<file path="src/rtl/frm_prs_if.sv">
// ============================================================================
// Module   : frm_prs_if
// Purpose  : Byte-in / payload-and-verdict-out bundle for the frame parser.
// Revision : 1.0 - initial release
// ============================================================================
`default_nettype none

interface frm_prs_if;
  logic [7:0]  iv_data;
  logic        i_data_wr;
  logic [7:0]  ov_pl_data;
  logic        o_pl_valid;
  logic        o_pl_sop;
  logic        o_pl_eop;
  logic        o_frm_ok;
  logic        o_frm_err;
  logic [15:0] ov_frm_cnt;
  logic [15:0] ov_err_cnt;

  modport slave (
    input  iv_data, i_data_wr,
    output ov_pl_data, o_pl_valid, o_pl_sop, o_pl_eop,
    output o_frm_ok, o_frm_err, ov_frm_cnt, ov_err_cnt
  );

  modport master (
    output iv_data, i_data_wr,
    input  ov_pl_data, o_pl_valid, o_pl_sop, o_pl_eop,
    input  o_frm_ok, o_frm_err, ov_frm_cnt, ov_err_cnt
  );
endinterface

`default_nettype wire

</file>
<file path="src/rtl/frm_prs.sv">
// ============================================================================
// Module   : frm_prs
// Purpose  : Sync-hunting, length-delimited frame parser with XOR checksum.
// Revision : 1.0 - initial release
// ============================================================================
`default_nettype none

module frm_prs #(
  parameter logic [7:0] SYNC_BYTE = 8'hA5,
  parameter int         MAX_LEN   = 64,
  parameter int         TIMEOUT   = 16
) (
  input  wire logic  i_clk,
  input  wire logic  i_rst_n,
  frm_prs_if.slave   bus
);

  localparam int             TW      = $clog2(TIMEOUT);
  localparam logic [TW-1:0]  TO_LAST = TW'(TIMEOUT - 1);
  localparam logic [7:0]     MAX_L   = 8'(MAX_LEN);

  typedef enum logic [1:0] {
    ST_HUNT    = 2'd0,
    ST_LEN     = 2'd1,
    ST_PAYLOAD = 2'd2,
    ST_CHK     = 2'd3
  } state_t;

  state_t          r_state, w_state_nxt;
  logic [7:0]      r_xor, w_xor_nxt;
  logic [7:0]      r_rem, w_rem_nxt;
  logic            r_first, w_first_nxt;
  logic [TW-1:0]   r_to, w_to_nxt;
  logic [7:0]      r_pl_data, w_pl_data;
  logic            r_pl_valid, w_pl_valid;
  logic            r_sop, w_sop;
  logic            r_eop, w_eop;
  logic            r_ok, w_ok;
  logic            r_err, w_err;
  logic [15:0]     r_frm_cnt, r_err_cnt;

  always_comb begin
    w_state_nxt = r_state;
    w_xor_nxt   = r_xor;
    w_rem_nxt   = r_rem;
    w_first_nxt = r_first;
    w_to_nxt    = r_to;
    w_pl_data   = 8'h00;
    w_pl_valid  = 1'b0;
    w_sop       = 1'b0;
    w_eop       = 1'b0;
    w_ok        = 1'b0;
    w_err       = 1'b0;

    if (bus.i_data_wr) begin
      // A byte always beats an expiring timeout.
      w_to_nxt = '0;
      case (r_state)
        ST_HUNT: begin
          if (bus.iv_data == SYNC_BYTE) w_state_nxt = ST_LEN;
        end
        ST_LEN: begin
          if (bus.iv_data == 8'd0 || bus.iv_data > MAX_L) begin
            w_err       = 1'b1;
            w_state_nxt = ST_HUNT;
          end else begin
            w_rem_nxt   = bus.iv_data;
            w_xor_nxt   = bus.iv_data;
            w_first_nxt = 1'b1;
            w_state_nxt = ST_PAYLOAD;
          end
        end
        ST_PAYLOAD: begin
          w_pl_data   = bus.iv_data;
          w_pl_valid  = 1'b1;
          w_sop       = r_first;
          w_eop       = (r_rem == 8'd1);
          w_first_nxt = 1'b0;
          w_xor_nxt   = r_xor ^ bus.iv_data;
          w_rem_nxt   = r_rem - 8'd1;
          if (r_rem == 8'd1) w_state_nxt = ST_CHK;
        end
        ST_CHK: begin
          w_ok        = (bus.iv_data == r_xor);
          w_err       = (bus.iv_data != r_xor);
          w_state_nxt = ST_HUNT;
        end
        default: w_state_nxt = ST_HUNT;
      endcase
    end else if (r_state != ST_HUNT) begin
      if (r_to == TO_LAST) begin
        w_err       = 1'b1;
        w_to_nxt    = '0;
        w_state_nxt = ST_HUNT;
      end else begin
        w_to_nxt = r_to + 1'b1;
      end
    end else begin
      w_to_nxt = '0;
    end
  end

  always_ff @(posedge i_clk or negedge i_rst_n) begin
    if (!i_rst_n) begin
      r_state    <= ST_HUNT;
      r_xor      <= 8'h00;
      r_rem      <= 8'h00;
      r_first    <= 1'b0;
      r_to       <= '0;
      r_pl_data  <= 8'h00;
      r_pl_valid <= 1'b0;
      r_sop      <= 1'b0;
      r_eop      <= 1'b0;
      r_ok       <= 1'b0;
      r_err      <= 1'b0;
      r_frm_cnt  <= 16'h0000;
      r_err_cnt  <= 16'h0000;
    end else begin
      r_state    <= w_state_nxt;
      r_xor      <= w_xor_nxt;
      r_rem      <= w_rem_nxt;
      r_first    <= w_first_nxt;
      r_to       <= w_to_nxt;
      r_pl_data  <= w_pl_data;
      r_pl_valid <= w_pl_valid;
      r_sop      <= w_sop;
      r_eop      <= w_eop;
      r_ok       <= w_ok;
      r_err      <= w_err;
      if (w_ok && r_frm_cnt != 16'hFFFF) r_frm_cnt <= r_frm_cnt + 16'd1;
      if (w_err && r_err_cnt != 16'hFFFF) r_err_cnt <= r_err_cnt + 16'd1;
    end
  end

  assign bus.ov_pl_data = r_pl_data;
  assign bus.o_pl_valid = r_pl_valid;
  assign bus.o_pl_sop   = r_sop;
  assign bus.o_pl_eop   = r_eop;
  assign bus.o_frm_ok   = r_ok;
  assign bus.o_frm_err  = r_err;
  assign bus.ov_frm_cnt = r_frm_cnt;
  assign bus.ov_err_cnt = r_err_cnt;

endmodule

`default_nettype wire

</file>
<file path="src/flat_wrapper.sv">
// flat-port wrapper written by rule: the top's interface ports become plain ports
module frm_prs_flat 
#(
  parameter logic [7:0] SYNC_BYTE = 8'hA5,
  parameter int         MAX_LEN   = 64,
  parameter int         TIMEOUT   = 16
)
  (i_clk, i_rst_n, bus_iv_data, bus_i_data_wr, bus_ov_pl_data, bus_o_pl_valid, bus_o_pl_sop, bus_o_pl_eop, bus_o_frm_ok, bus_o_frm_err, bus_ov_frm_cnt, bus_ov_err_cnt);
  frm_prs_if bus_i ();
  input  wire logic i_clk;
  input  wire logic i_rst_n;
  input wire logic [$bits(bus_i.iv_data)-1:0] bus_iv_data;
  input wire logic [$bits(bus_i.i_data_wr)-1:0] bus_i_data_wr;
  output wire logic [$bits(bus_i.ov_pl_data)-1:0] bus_ov_pl_data;
  output wire logic [$bits(bus_i.o_pl_valid)-1:0] bus_o_pl_valid;
  output wire logic [$bits(bus_i.o_pl_sop)-1:0] bus_o_pl_sop;
  output wire logic [$bits(bus_i.o_pl_eop)-1:0] bus_o_pl_eop;
  output wire logic [$bits(bus_i.o_frm_ok)-1:0] bus_o_frm_ok;
  output wire logic [$bits(bus_i.o_frm_err)-1:0] bus_o_frm_err;
  output wire logic [$bits(bus_i.ov_frm_cnt)-1:0] bus_ov_frm_cnt;
  output wire logic [$bits(bus_i.ov_err_cnt)-1:0] bus_ov_err_cnt;
  assign bus_i.iv_data = bus_iv_data;
  assign bus_i.i_data_wr = bus_i_data_wr;
  assign bus_ov_pl_data = bus_i.ov_pl_data;
  assign bus_o_pl_valid = bus_i.o_pl_valid;
  assign bus_o_pl_sop = bus_i.o_pl_sop;
  assign bus_o_pl_eop = bus_i.o_pl_eop;
  assign bus_o_frm_ok = bus_i.o_frm_ok;
  assign bus_o_frm_err = bus_i.o_frm_err;
  assign bus_ov_frm_cnt = bus_i.ov_frm_cnt;
  assign bus_ov_err_cnt = bus_i.ov_err_cnt;
  frm_prs #(.SYNC_BYTE(SYNC_BYTE), .MAX_LEN(MAX_LEN), .TIMEOUT(TIMEOUT)) u_core (.i_clk(i_clk), .i_rst_n(i_rst_n), .bus(bus_i));
endmodule
</file>
<file path="config.mk">
export PLATFORM = sky130hd
export DESIGN_NAME = frm_prs_flat
export DESIGN_NICKNAME = d
export VERILOG_FILES = /design/src/rtl/frm_prs_if.sv /design/src/rtl/frm_prs.sv /design/src/flat_wrapper.sv
export SDC_FILE = /design/constraint.sdc
export NUM_CORES = 1
export LEC_CHECK = 0
export BUFFER_PORTS_ARGS = -buffer_cell sky130_fd_sc_hd__buf_2
export CELL_PAD_IN_SITES_DETAIL_PLACEMENT = 1
export CELL_PAD_IN_SITES_GLOBAL_PLACEMENT = 2
export CORE_MARGIN = 2
export CORE_UTILIZATION = 38
export DETAILED_ROUTE_END_ITERATION = 12
export PLACE_DENSITY_LB_ADDON = 0.1
export SLEW_MARGIN = 10
export SYNTH_ARGS = -nofsm -noshare
export SYNTH_HDL_FRONTEND = slang
export SYNTH_SLANG_ARGS = --single-unit
</file>
<file path="constraint.sdc">
create_clock -name i_clk -period 6.1 [get_ports i_clk]
set_input_delay 0.915 -clock i_clk [delete_from_list [all_inputs] [get_ports i_clk]]
set_output_delay 0.915 -clock i_clk [all_outputs]
set_load 0.1 [all_outputs]
</file>
==> results of run 1 <==
## flip-flops by register name (all words and copies together) (netlist names), 2 cells and up
name	cells
u_core.bus.ov_err_cnt	16
u_core.bus.ov_frm_cnt	16
u_core.bus.ov_pl_data	8
u_core.r_rem	8
u_core.r_state	2
u_core.r_to	4
u_core.r_xor	8
## through the flow
| step | area [um2] | worst slack, ns | total power (uW) |
|---|---|---|---|
| after floorplan | 3310 | 3.34 | 1030 |
| after global placement | 3640 | 3.03 | 1130 |
| after detailed placement | 3640 | 2.98 | 1140 |
| after CTS | 3850 | 3.35 | 1550 |
| after global routing | 3850 | 3.18 | 1630 |
| final | 3850 | 3.37 | 1530 |
## worst max-delay path: cells and delay by family
kind	cells	cell delay [ns]
mux	1	0.41
simple gates	2	0.51
compound gates	1	0.73
buf+inv	2	0.38
## final cells by class
| type | instances | area [um2] |
|---|---|---|
| repair buffers | 56 | 283 |
| clock buffers | 9 | 124 |
| multi-input cells | 226 | 1490 |
| clock inverters | 7 | 91.3 |
| flip-flops and latches | 68 | 1700 |
| fillers | 986 | 4740 |
| well taps | 108 | 135 |
| inverters | 7 | 26.3 |
## per-layer routing
metal / track usage [%] / up-vias
li1: - / 1213
met2: 27.0 / 46
met3: 4.46 / 7
met1: 22.8 / 1268
met5: 0 / -
met4: 6.73 / 0
## power by group through the flow
| stage | logic, uW | registers, uW | clock network (uW) |
|---|---|---|---|
| 2_1_floorplan | 227 | 803 | 0 |
| 3_3_place_gp | 499 | 630 | 0 |
| 3_5_place_dp | 509 | 634 | 0 |
| 4_1_cts | 510 | 625 | 418 |
| 5_1_grt | 552 | 641 | 438 |
| 6_report | 503 | 625 | 401 |
## layout by cell type, fill, tap and decap left out, types with 8 or more instances in the layout
cell type / count
a31oi_1: 12
o21ai_0: 15
a21oi_1: 17
buf_2: 55
xnor2_1: 27
dfrtp_1: 68
nand4_1: 9
and3_1: 24
nand2_1: 29
xor2_1: 11
nor3_1: 8
clkbuf_8: 9
nor2_1: 15
## how the worst max path moves through the flow
stage | slack, ns | end
floorplan | 3.34 | u_core.bus.ov_frm_cnt[9]
detailed placement | 2.98 | u_core.bus.ov_frm_cnt[1]
finish | 3.37 | u_core.bus.ov_frm_cnt[1]
CTS | 3.35 | u_core.bus.ov_frm_cnt[1]
global route | 3.18 | u_core.bus.ov_frm_cnt[1]
global placement | 3.03 | u_core.bus.ov_frm_cnt[1]
## cell families (layout without fill, tap and decap cells)
family                     Yosys count  in the layout  synth area share [%]
xor gates and xnor gates            38             38                  10.0
adders and majority gates            5              5                  1.89
buffers and inverters               23             79                  3.63
AOI/OAI and AO/OA                   58             58                  11.1
DFF                                 68             68                  51.4
and+or+nand+nor                    122            122                  21.0
muxes                                3              3                  1.02
==> flow_summary.ini, run 1 <==
[clock_network]
cts_hold_buffers = 0
root_buffer = clkbuf_8
h-tree-depth = 3
cts_tree = done
clockBufferDepth = 2
postCtsSetupRepairBufs = 0
cts.sinks = 68
cts_made_buffers = 9
clkSlewWorstSetupHoldPaths_ns = 0.08
cts-resized-gates = 0
worstSkewPairLatency_ns = 0.35

[critical_path]
critPathLaunch = bus_i_data_wr
worst_r2r_endpoint = u_core.bus.ov_frm_cnt[1]
crit_slowest_cell = a311oi_4
cp.arrival_ns = 2.96
r2r-start = u_core.bus.ov_frm_cnt[0]
endpoint_kind = flop
path_class = input port to flop
critPathMaxStageDelay_ns = 0.73
r2r_slack_ns = 3.43
critPathRequiredTime_ns = 6.33
cp_max_fo = 17
worst-r2r-cell-count = 6
crit_chain = buf_2, inv_1, nor4_2, nand3_1, a311oi_4, mux2_2
startpoint_type = input port

[timing]
fmax_mhz = 367
slew_violations = 0
rsz0062_at_grt = false
setup_tns_ns = 0
finalSetupViolations = 0
relSlewSlack_pct = 38.3
tightest_slew_ns = 0.923
fin_crit_sh_pct = 44.7
hold_violations = 0
timing.final.crit_period_ns = 2.73
whs_ns = 0.496
skew_ns = 0.0120

[global_route]
grt_use_total_pct = 17.2
grt_max_degree = 69
grt_pass1_vias = 2633
antenna_found_initial = 0
gr-total-overflow = 0
grt_first_pass_wirelength_um = 13100

[pwr]
ir_drop_v = 0.000431
powerDensity_nw_per_um2 = 397
leakagePower_uw = 0.00189
p_sw_uw = 632
power_frac_seq_pct = 40.9
sw_frac_of_total_pct = 41.4
clkPwrFrac_pct = 26.2
p_comb_share_pct = 32.9
p_int_uw = 896

[logic_synthesis]
synth-async-reset-ratio_pct = 100
yosys_warnings = 0
syn_avg_cell_area_um2 = 10.5
synth_area_leader_cell = dfrtp_1
synthesis.area_um2 = 3310
synthTopCellsByCount = dfrtp_1, nand2_1, xnor2_1, and3_1, a21oi_1
ys_top_cells_by_area = dfrtp_1, xnor2_1, and3_1
synth_seq_cells = 68
yosysTopAreaCellShare_pct = 51.4
yosysMostFrequentCell = dfrtp_1
syn-num-nets = 333
synth_edf_count = 0
synth_cells = 317
synth_flop_cell = dfrtp_1
ys_types = 48
yosysSeqAreaShare_pct = 51.4

[finish]
final_util_pct = 44.8
fin_cells = 481
drive_gt1_share_pct = 25.2
fin_nets = 384
diodes = 0
area_delta_synth_final_pct = 16.3

[placement]
gp_congestion = 0.706
place_inst = 465
io_buffers = 55
dpl.hpwl_um = 5350

[worst_hold_path]
min_delay_path_depth = 1
whs_endpoint = u_core.r_rem[7]
hold_path_class = flop to flop
min_from = u_core.r_rem[7]

[outcome]
status = completed

[die]
die_area_um2 = 9480
start_util_pct = 38.6
io_pins = 56
row_count = 34
die_h_um = 97.4
core_area_um2 = 8590
die_w_um = 97.4

[drt]
top_layer = met4
wl_met2_um = 3590
drt_pass1_iterations = 6
drt_iter0_drc = 86
viasPerCell = 5.27
drtAntennaViolNets = 0
drcViolationCount = 0
drt_wl_total_um = 7660
vias = 2534
routedWlPerCell_um = 15.9
wl_met1_um = 3620
met3_length_um = 339

[job]
drv_cap = 0
(Power assumes the default switching activity.)
==> run 2, diff against run 1 <==
--- a/config.mk
+++ b/config.mk
@@ -9,7 +9,7 @@
 export CELL_PAD_IN_SITES_DETAIL_PLACEMENT = 1
 export CELL_PAD_IN_SITES_GLOBAL_PLACEMENT = 2
 export CORE_MARGIN = 2
-export CORE_UTILIZATION = 38
+export CORE_UTILIZATION = 36
 export DETAILED_ROUTE_END_ITERATION = 12
 export PLACE_DENSITY_LB_ADDON = 0.1
 export SLEW_MARGIN = 10
==> constraint.sdc (replaced) <==
create_clock -name i_clk -period 2.55 [get_ports i_clk]
set_input_delay 0.3825 -clock i_clk [delete_from_list [all_inputs] [get_ports i_clk]]
set_output_delay 0.3825 -clock i_clk [all_outputs]
set_load 0.1 [all_outputs]
==> run 2 against run 1 <==
Net effect:
- combinational power rose to 2.5 times the previous value
- critical path depth rose by 1
- sequential power rose by 140%
- cell count rose by 2.3%
==> flow_summary.ini, run 2 (same netlist as run 1, synthesis figures left out) <==
[outcome]
status = completed

[drt]
drt_wl_total_um = 7830
drt_iter0_drc = 65
viasPerCell = 5.18
drcViolationCount = 0
drt_pass1_iterations = 4
routedWlPerCell_um = 15.9
vias = 2550
drtAntennaViolNets = 0

[finish]
most-common-layout-cells = dfrtp_1, buf_2, nand2_1
diodes = 0
fin_area_um2 = 3950
fin_nets = 392
final_util_pct = 43.6
drive_gt1_share_pct = 27.3
mostFrequentLayoutCell = dfrtp_1
area_delta_synth_final_pct = 19.3
nFillCells = 1038

[timing]
hold_violations = 0
setup_tns_ns = 0
rsz0062_at_grt = false
fin_crit_sh_pct = 91.4
fmax_mhz = 429
relSlewSlack_pct = 57.5
slew_violations = 0
tightest_slew_ns = 0.633
finalSetupViolations = 0
timing.final.crit_period_ns = 2.33
skew_ns = 0.0127

[clock_network]
cts-resized-gates = 0
clockBufferDepth = 2
cts_made_buffers = 9
worstSkewPairLatency_ns = 0.35
root_buffer = clkbuf_8
clkSlewWorstSetupHoldPaths_ns = 0.08
cts_tree = done
postCtsSetupRepairBufs = 0
cts_hold_buffers = 0
h-tree-depth = 3
cts.sinks = 68

[critical_path]
critPathRequiredTime_ns = 2.79
cp_max_fo = 15
endpoint_kind = flop
critPathLaunch = u_core.bus.ov_frm_cnt[0]
cp_common_cell = and3_1
path_delay_family = simple AND/OR/NAND/NOR gates
critPathMaxStageDelay_ns = 0.43
cp.arrival_ns = 2.57
critPathBufInv = 1
r2r-start = u_core.bus.ov_frm_cnt[0]
startpoint_type = flop
crit_slowest_cell = dfrtp_2
critical_path_depth = 7
path_class = flop to flop
worst-r2r-cell-count = 7
crit_chain = ha_1, and3_1, and3_1, and3_1, a311oi_4, buf_4, mux2_2

[pwr]
p_sw_uw = 1520
leakagePower_uw = 0.00194
sw_frac_of_total_pct = 40.2
ir_drop_v = 0.000636
p_int_uw = 2270
clkPwrFrac_pct = 27.6
p_comb_share_pct = 33.2
design_power_total_uw = 3790
power_frac_seq_pct = 39.2
powerDensity_nw_per_um2 = 959

[placement]
dpl_cell_area_um2 = 3720
io_buffers = 55
gp_congestion = 0.797
dpl.hpwl_um = 5410

[die]
core_area_um2 = 9060
die_area_um2 = 9990
die_w_um = 99.9
die_h_um = 99.9
start_util_pct = 36.5
row_count = 35
io_pins = 56

[global_route]
grt_pass1_vias = 2587
antenna_found_initial = 0
grt_max_degree = 69
grt_first_pass_wirelength_um = 13200
grt_use_total_pct = 17.0
gr-total-overflow = 0

[job]
drv_cap = 0

[worst_hold_path]
hold_path_class = input port to asynchronous set/reset pin
run 2: cell count changes in the layout (fill, tap and decap cells not counted):
cell and delta:
buf_4 +7, clkbuf_8 +3, clkinv_2 -3, dfrtp_1 -3, dfrtp_2 +3, buf_12 +1, clkbuf_1 +1, clkinv_4 -1
run 2: routing by layer:
metal  share of wire [%]  global-route usage (%)  wire length [um]
met5                   0                       0                 0
met4                 1.4                    6.64               106
met3                 4.0                    4.46               316
met2                  46                    26.1              3620
met1                  48                    22.9              3780
run 2: path summary, 6_finish.rpt:
path,end,slack [ns]
setup / recovery,u_core.bus.ov_frm_cnt[1],0.22
hold / removal,u_core.r_to[3],0.03
setup reg to reg,u_core.bus.ov_frm_cnt[1],0.22
hold reg to reg,u_core.bus.ov_frm_cnt[14],0.49
max in group asynchronous,u_core.bus.ov_frm_cnt[0],2.17
min in group i_clk,u_core.r_xor[1],0.32
run 2: layout make-up:
type | instances | area, um2 | area share [%]
well taps | 111 | 139 | 3.51
flip-flops and latches | 68 | 1710 | 43.1
clock inverters | 3 | 67.6 | 1.71
clock buffers | 13 | 169 | 4.27
multi-input cells | 226 | 1490 | 37.7
inverters | 7 | 26.3 | 0.665
repair buffers | 64 | 355 | 8.99
run 2: power groups by stage:
stage / registers (uW) / logic [uW] / clock network [uW]
6_report: 1490 / 1260 / 1050
2_1_floorplan: 1920 / 543 / 0
3_3_place_gp: 1500 / 1260 / 0
5_1_grt: 1530 / 1380 / 1130
4_1_cts: 1490 / 1280 / 1080
3_5_place_dp: 1510 / 1280 / 0
run 2: per-stage QoR:
step | worst slack, ns | hold WS (ns) | std cells
3_5_place_dp | 0.218 | 0.439 | 476
4_1_cts | 0.204 | 0.0495 | 492
2_1_floorplan | 0.000751 | 0.0869 | 317
5_1_grt | 0.0889 | 0.0623 | 492
6_report | 0.220 | 0.0314 | 492
3_3_place_gp | 0.266 | 0.440 | 476
==> run 3, diff against run 2 <==
--- a/config.mk
+++ b/config.mk
@@ -11,6 +11,7 @@
 export CORE_MARGIN = 2
 export CORE_UTILIZATION = 36
 export DETAILED_ROUTE_END_ITERATION = 12
+export MAX_ROUTING_LAYER = met4
 export PLACE_DENSITY_LB_ADDON = 0.1
 export SLEW_MARGIN = 10
 export SYNTH_ARGS = -nofsm -noshare
==> run 3 against run 2 <==
Net effect:
- total power is 0.29% higher
- combinational power hardly changed
- critical endpoint unchanged
- die area stayed put
- sequential power hardly changed
- fmax hardly changed
- clock skew is 0.0026 ns lower
- via count is 0.43% higher
- count of clock-buffer cells in the layout stayed put
- first-iteration DRC count is 28% higher
- utilization stayed put
- setup slack worse by 0.0020 ns
- register-to-register slack hardly changed
==> flow_summary.ini, run 3 (same netlist as run 1, synthesis figures left out) <==
[pwr]
leakagePower_uw = 0.00194
ir_drop_v = 0.000638
design_power_total_uw = 3800
powerDensity_nw_per_um2 = 962

[timing]
skew_ns = 0.0101
timing.final.crit_period_ns = 2.33
setup_tns_ns = 0
fmax_mhz = 429
slew_violations = 0
tightest_slew_ns = 0.634
setup_slack_ns = 0.218
fin_crit_sh_pct = 91.5
relSlewSlack_pct = 57.4
hold_violations = 0
rsz0062_at_grt = false
finalSetupViolations = 0

[die]
die_w_um = 99.9
die_h_um = 99.9
row_count = 35
io_pins = 56
core_area_um2 = 9060
die_area_um2 = 9990
start_util_pct = 36.5

[placement]
dpl.hpwl_um = 5410
dpl_worst_slack_ns = 0.218
gp_congestion = 0.809
io_buffers = 55
place_inst = 476

[worst_hold_path]
hold_path_class = input port to asynchronous set/reset pin

[global_route]
grt_use_total_pct = 17.6
grt_max_degree = 69
grt_first_pass_wirelength_um = 13300
grt_pass1_vias = 2584
gr-total-overflow = 0
antenna_found_initial = 0

[critical_path]
cp.arrival_ns = 2.57
r2r-start = u_core.bus.ov_frm_cnt[0]
startpoint_type = flop
endpoint_kind = flop
critPathLaunch = u_core.bus.ov_frm_cnt[0]
cp_max_fo = 15
path_class = flop to flop
critPathRequiredTime_ns = 2.79

[finish]
drive_gt1_share_pct = 27.3
area_delta_synth_final_pct = 19.3
diodes = 0
fin_cells = 492
multi_input_area_um2 = 1490
mostFrequentLayoutCell = dfrtp_1
nFillCells = 1038
final-seq-area_um2 = 1710
fin_nets = 392
most-common-layout-cells = dfrtp_1, buf_2, nand2_1
final_util_pct = 43.6

[clock_network]
h-tree-depth = 3
clockBufferDepth = 2
cts_hold_buffers = 0
cts_made_buffers = 9
cts.sinks = 68
root_buffer = clkbuf_8
cts-resized-gates = 0
cts_tree = done
postCtsSetupRepairBufs = 0
clkSlewWorstSetupHoldPaths_ns = 0.07
worstSkewPairLatency_ns = 0.36

[outcome]
status = completed

[drt]
drtAntennaViolNets = 0
drcViolationCount = 0
routedWlPerCell_um = 16.0
drt_iter0_drc = 83
drt_pass1_iterations = 4
viasPerCell = 5.21
drt_wl_total_um = 7870
vias = 2561

[job]
drv_cap = 0
run 3: cell type report:
cell class / count / share of cell area [%]
Clock inverter: 3 / 1.71
Inverter: 7 / 0.665
Tap cell: 111 / 3.51
Multi-Input combinational cell: 226 / 37.7
Clock buffer: 13 / 4.27
Sequential cell: 68 / 43.1
Timing Repair Buffer: 64 / 8.99
run 3: routing by layer:
layer | global-route usage [%] | vias to the layer above | wire (um)
li1 | - | 1237 | -
met1 | 23.2 | 1270 | 3830
met2 | 26.0 | 44 | 3580
met3 | 5.22 | 10 | 338
met4 | 6.01 | 0 | 119
met5 | - | - | 0
run 3: final timing paths:
path                                              to  depth (start not counted)  slack (ns)
max                         u_core.bus.ov_frm_cnt[1]                          7        0.22
min                                   u_core.r_to[3]                          2        0.03
max reg2reg                 u_core.bus.ov_frm_cnt[1]                          7        0.22
min reg2reg                u_core.bus.ov_frm_cnt[14]                          1        0.49
max in group asynchronous   u_core.bus.ov_frm_cnt[0]                          2        2.19
min in group i_clk                   u_core.r_xor[1]                          2        0.32
run 3: through the flow:
stage                     cell area [um2]  hold WS, ns
after CTS                            3950       0.0495
after floorplan                      3320       0.0869
after global placement               3720        0.440
after detailed placement             3720        0.439
final                                3950       0.0340
after global routing                 3950       0.0563
run 3: where the power goes:
| part | internal [uW] | leakage [uW] | switching [uW] |
|---|---|---|---|
| combinational | 356 | 0.000936 | 904 |
| clock | 632 | 0.000116 | 425 |
| sequential | 1280 | 0.000887 | 207 |
run 3: critical path, cell delays in order, from the launching register on:
cell	delay, ns
dfrtp_2	0.43
ha_1	0.22
and3_1	0.19
and3_1	0.20
and3_1	0.27
a311oi_4	0.30
buf_4	0.27
mux2_2	0.35
